### src/rtl/sad_datapath.sv
// SAD engine datapath: issues N element-pair reads, forms |A-B| in a two-stage
// registered pipeline, accumulates the terms and loads the sum on command.
module sad_datapath #(
  parameter int unsigned DW = 8,
  parameter int unsigned AW = 8,
  parameter int unsigned N  = 256,
  parameter int unsigned SW = 16
) (
  input  logic          clk,
  input  logic          Mrst,
  input  logic          rst,
  input  logic          en,
  input  logic          en_reg,
  input  logic [DW-1:0] a_data,
  input  logic [DW-1:0] b_data,
  output logic [AW-1:0] addr,
  output logic          comp,
  output logic [SW-1:0] sad,
  output logic          sad_valid
);

  // One extra counter bit so the count can reach N == 2^AW without wrapping.
  localparam int unsigned IW = AW + 1;
  localparam logic [IW-1:0] N_I = IW'(N);

  logic [IW-1:0] i_q, i_d;
  logic          v1_q, v1_d;
  logic          v2_q, v2_d;
  logic [DW-1:0] diff_q, diff_d;
  logic [SW-1:0] acc_q, acc_d;
  logic [SW-1:0] sad_d;
  logic          sad_valid_d;
  logic          issue_c;
  logic [DW-1:0] abs_c;

  assign issue_c = en && (i_q < N_I);
  assign abs_c   = (a_data >= b_data) ? (a_data - b_data) : (b_data - a_data);

  // Next-state: issue, stage 1, stage 2, then synchronous clear overrides the
  // pipeline; the result load sees the pre-clear accumulator.
  always_comb begin
    i_d         = i_q;
    v1_d        = 1'b0;
    v2_d        = v1_q;
    diff_d      = diff_q;
    acc_d       = acc_q;
    sad_d       = sad;
    sad_valid_d = 1'b0;

    if (issue_c) begin
      i_d  = i_q + IW'(1);
      v1_d = 1'b1;
    end
    if (v1_q) begin
      diff_d = abs_c;
    end
    if (v2_q) begin
      acc_d = acc_q + SW'(diff_q);
    end
    if (rst) begin
      i_d    = '0;
      v1_d   = 1'b0;
      v2_d   = 1'b0;
      diff_d = '0;
      acc_d  = '0;
    end
    if (en_reg) begin
      sad_d       = acc_q;
      sad_valid_d = 1'b1;
    end
  end

  always_ff @(posedge clk or negedge Mrst) begin
    if (!Mrst) begin
      i_q       <= '0;
      v1_q      <= 1'b0;
      v2_q      <= 1'b0;
      diff_q    <= '0;
      acc_q     <= '0;
      sad       <= '0;
      sad_valid <= 1'b0;
    end else begin
      i_q       <= i_d;
      v1_q      <= v1_d;
      v2_q      <= v2_d;
      diff_q    <= diff_d;
      acc_q     <= acc_d;
      sad       <= sad_d;
      sad_valid <= sad_valid_d;
    end
  end

  // Address and completion are combinational views of the registered state.
  assign addr = i_q[AW-1:0];
  assign comp = (i_q == N_I) && !v1_q && !v2_q;

endmodule

### config.mk
export PLATFORM = sky130hd
export DESIGN_NAME = sad_datapath
export DESIGN_NICKNAME = d
export VERILOG_FILES = /design/src/rtl/sad_datapath.sv
export SDC_FILE = /design/constraint.sdc
export NUM_CORES = 1
export LEC_CHECK = 0
export CAP_MARGIN = 15
export CORE_ASPECT_RATIO = 0.5
export CORE_MARGIN = 10
export CORE_UTILIZATION = 43
export CTS_CLUSTER_DIAMETER = 80
export CTS_CLUSTER_SIZE = 28
export DETAILED_ROUTE_END_ITERATION = 8
export HOLD_SLACK_MARGIN = 0.06
export PLACE_DENSITY = 0.65
export RECOVER_POWER = 25
export SYNTH_ARGS = -nofsm -noshare
export SYNTH_HDL_FRONTEND = slang
export SYNTH_SLANG_ARGS = --single-unit
### constraint.sdc
create_clock -name clk -period 7.3 [get_ports clk]
set_clock_uncertainty 0.15 [all_clocks]
set_input_delay 1.46 -clock clk [delete_from_list [all_inputs] [get_ports clk]]
set_output_delay 1.46 -clock clk [all_outputs]
set_load 0.02 [all_outputs]
# --- Yosys cells after proc, flatten, opt, wreduce, memory -nomap -nowiden ---
# Cells that the tools add are included.
totals:
  regBits: 52
  output_inout_bits: 26
op_classes:
  reduce_logical: 8
  n_addsub: 4
  order_cmp: 2
  muxes: 11
  n_eq_ne: 1
ops:
  columns: ["op", "count"]
  rows:
  - ["$mux 16", 2]
  - ["$mux 8", 3]
  - ["$mux 9", 2]
  - ["$add 16x8->16", 1]
  - ["$sub 8x8->8", 2]
  - ["$add 9x1->9 const B", 1]
  - ["$eq 9x9->1 const B", 1]
  - ["$lt 9x9->1 const B", 1]
  - ["$ge 8x8->1", 1]
  - ["$reduce_bool 2->1", 3]
  - ["$mux 1", 4]
  - ["$logic_and 1x1->1", 3]
  - ["$logic_not 1->1", 2]

# --- Logic depth before layout (Yosys ltp) ---
logic_depth:
  depth_word: 4
  depth_mapped: 10
  ltp_nobuf: 10

# --- Least setup slack after synthesis ---
# No wires, ideal clock.
synth_path:
  path_kind: "in2reg"
  from: "in a_data[0]"
  to: "reg diff_q[5]"
  stages: 10
  setup_slack_ns: 3.848
  required_ns: 7.056
  arrival_ns: 3.208
  path_buffers: 0
  path_cell_list: "inv_1 > ha_1 > inv_1 > fa_1 > nand3_1 > a31oi_2 > a211oi_4 > mux2i_1 > xnor2_1 > a211oi_1"
synth_via:
  elab_chain_cells: 4
synth_lines:
  columns: ["element", "line", "rtl"]
  rows:
  - ["from (decl)", "14", "input logic [DW-1:0] a_data,"]
  - ["$sub 8x8->8 or $ge 8x8->1 (tied branches)", "37", "assign abs_c = (a_data >= b_data) ? (a_data - b_data) : (b_data - a_data);"]
  - ["$mux 8 (*)", "37", null]
  - ["$mux 8 (*)", "54", "if (v1_q) begin"]
  - ["$mux 8 (*)", "60", "if (rst) begin"]
  - ["to (signal assigned)", "86", "diff_q <= diff_d;"]
  - ["to (decl)", "29", "logic [DW-1:0] diff_q, diff_d;"]
# Mark *: on every way between the ends. The rest lies on a longest branch, timed or not. The select of a mux whose other input is x is not followed.
# A chain may end at the register's enable or synchronous reset.

# --- Worst setup path in the final report ---
layout_path:
  from: "reg i_q[0]"
  to: "out comp"
layout_via:
  elab_chain_cells: 3
layout_lines:
  columns: ["element", "line", "rtl"]
  rows:
  - ["from (decl)", "26", "logic [IW-1:0] i_q, i_d;"]
  - ["from (signal assigned)", "83", "i_q <= i_d;"]
  - ["$eq 9x9->1", "95", "assign comp = (i_q == N_I) && !v1_q && !v2_q;"]
  - ["$logic_and 1x1->1 (2 in a row)", "95", null]
  - ["to (decl)", "17", "output logic comp,"]
# Every way passes these cells.

==> flow_metrics.py <==
metrics = {
    "timing": {
        "max_freq_ghz": 0.247,
        "whs_ns": 0.355,
        "rsz0062_at_grt": "false",
        "setup-tns-final_ns": 0,
        "post-route-period-util": 0.555,
        "worst_pin_slew_ns": 2.73,
        "setup_viol": 0,
        "drv_slew": 53,
        "maxSlewHeadroom": -0.821,
        "layout_min_cycle_time_ns": 4.05,
        "hold_viol": 0,
    },
    "outcome": {
        "violations": "capacitance limit, slew limit",
        "status": "finished with violations",
    },
    "critical_path": {
        "timing.rr.start": "acc_q[0]",
        "critPathCaptureType": "primary output",
        "crit_arrival_ns": 2.44,
        "crit_type": "flop to primary output",
        "startpoint_type": "flop",
        "crit_buf_inv": 2,
        "path_delay_family": "simple AND/OR/NAND/NOR gates",
        "startpoint": "i_q[0]",
        "worst_ep_required_time_ns": 5.69,
        "crit_fanout": 7,
        "crit_chain": "inv_1, ha_1, or4b_2, nor4_1, clkdlybuf4s50_1",
        "reg2reg_slack_ns": 4.66,
        "slowest_delay_ns": 0.66,
        "cp_slowest_cell": "clkdlybuf4s50_1",
    },
    "routing": {
        "drt_iter0_markers": 82,
        "drtAntennaViolNets": 0,
        "first_pass_iters": 4,
        "vias_per_cell": 5.24,
        "num_vias": 2399,
        "drc": 0,
        "wire_per_inst_um": 14.3,
        "routed_wl_mm": 6.55,
    },
    "global_route": {
        "grt_max_degree": 53,
        "grt_overflow_total": 0,
        "grt_pass1_wl_mm": 11.2,
        "grt_pass1_vias": 2373,
        "grt.total_usage": 0.115,
        "antenna_found_initial": 0,
    },
    "power_and_ir_drop": {
        "p_leak_nw": 1.76,
        "vdd_drop_max_uv": 76.3,
        "p_per_area_nw_per_um2": 170,
    },
    "final_layout": {
        "syn_to_final_growth_pct": 18.6,
        "nFillCells": 672,
        "antennaDiodeCount": 0,
        "drive_above_1_share": 0.0939,
        "layout.nets": 410,
        "multi_input_area_um2": 1710,
        "seq_area_um2": 1300,
    },
    "synth": {
        "synth_flop_cell": "dfrtp_1",
        "synth_edf_count": 0,
        "yosysTopAreaCell": "dfrtp_1",
        "ys_seq_area_frac": 0.399,
        "ys_seq_elements": 52,
        "synth_cells": 328,
        "syn_nets": 377,
        "ys_types": 43,
        "async_reset_ff_frac": 1.00,
        "synth_area_per_cell_um2": 9.94,
        "ys_warn_count": 0,
        "syn_area_um2": 3260,
        "synth_top_cell_area_share": 0.399,
        "synthTopCellsByCount": "52 x dfrtp_1, 33 x nor2_1, 31 x inv_1, 25 x ha_1, 21 x a21oi_1",
        "yosys-top-cells-area": "dfrtp_1 40%, ha_1 9.6%, mux2_2 5.5%, mux2i_1 4.0%, nor2_1 3.8%",
        "synthMostInstantiatedCell": "dfrtp_1",
    },
    "clock_tree": {
        "clk_pin_slew_ns": 0.07,
        "cts_max_level": 2,
        "cts_resized": 0,
        "cts_root_buffer": "clkbuf_16",
        "cts_buffer_depth": 2,
        "numCtsBuffers": 5,
        "cts_sinks": 52,
        "clock_latency_ns": 0.29,
        "cts_tree": "built",
        "holdBufCountCts": 0,
        "cts_setup_buffers": 0,
    },
    "placed_design": {
        "place.gp.congestion": 0.799,
        "port_buffers": 46,
        "dp_hpwl_mm": 4.96,
    },
    "floorplan": {
        "die_h_um": 81.6,
        "dieArea_um2": 11700,
        "ioPinCount": 47,
        "coreArea_um2": 7350,
        "die_w_um": 143,
        "rows": 22,
        "initial_core_util": 0.444,
    },
    "min_path": {
        "hp-class": "flop to flop",
        "hp-start": "sad[6]",
    },
    "flow_run": {
        "drv_cap": 1,
    },
}
==> path summary, 6_finish.rpt <==
kind                             end  cells after the start
min in group asynchronous  diff_q[4]                      2
setup / recovery                comp                      5
setup reg to reg           acc_q[14]                      9
max in group asynchronous    sad[13]                      2
hold reg to reg               sad[6]                      1
hold / removal                sad[6]                      1
==> stage by stage <==
step / instances / utilization / total power [mW] / setup WS (ns) / cell area (um^2)
final: 458 / 0.526 / 0.656 / 3.25 / 3870
after global routing: 458 / 0.526 / 0.686 / 2.74 / 3870
after CTS: 458 / 0.527 / 0.662 / 3.23 / 3870
after detailed placement: 450 / 0.506 / 0.425 / 3.19 / 3720
after global placement: 450 / 0.506 / 0.422 / 3.28 / 3720
after floorplan: 328 / - / 0.390 / 3.85 / 3260
==> placed cells by master, fill, tap and decap left out, drive strengths merged, types with 5 or more instances in the layout <==
master,count
ha,25
nand4,8
clkdlybuf4s50,45
o21ai,15
clkbuf,8
a21o,6
nand2,11
nor2,33
inv,31
dfrtp,52
a211oi,8
mux2i,13
nor2b,5
a21oi,23
xor2,8
xnor2,11
mux2,16
==> worst reg2reg max path, delay by kind of cell (launching register included) <==
| family | cells | cell delay, ns |
|---|---|---|
| AOI/OAI and AO/OA | 4 | 0.74 |
| and+or+nand+nor | 2 | 0.64 |
| adders and majority gates | 2 | 0.61 |
| DFF | 1 | 0.36 |
| buffers and inverters | 1 | 0.07 |
==> kinds of logic (layout without fill, tap and decap cells) <==
family,count (synthesis),in the layout,synth area share
DFF,52,52,0.399
and+or+nand+nor,80,80,0.123
buffers and inverters,53,87,0.0756
AOI/OAI and AO/OA,67,67,0.142
xor gates and xnor gates,19,19,0.0510
adders and majority gates,28,28,0.114
muxes,29,29,0.0952
==> flip-flops by register name, summed over array words and instances (netlist names) <==
| name | flops |
|---|---|
| v1_q | 1 |
| sad_valid | 1 |
| v2_q | 1 |
| diff_q | 8 |
| acc_q | 16 |
| i_q | 9 |
| sad | 16 |
==> metal layers <==
| metal | part of all wire | track usage |
|---|---|---|
| met1 | 0.48 | 0.144 |
| met2 | 0.46 | 0.196 |
| met3 | 0.045 | 0.0282 |
| met4 | 0.011 | 0.0307 |
| met5 | 0 | 0 |
==> power by group <==
part           switching (mW)  total [mW]  internal [mW]
sequential            0.00888       0.305          0.296
combinational          0.0604       0.114         0.0534
clock                   0.101       0.238          0.137
total                   0.170       0.656          0.486
==> cell type report <==
type / instances / area share
multi-input cells: 223 / 0.443
clock inverters: 1 / 0.00194
repair buffers: 48 / 0.121
inverters: 31 / 0.0301
well taps: 96 / 0.0311
clock buffers: 7 / 0.0369
flip-flops and latches: 52 / 0.336
(Power assumes the default switching activity.)
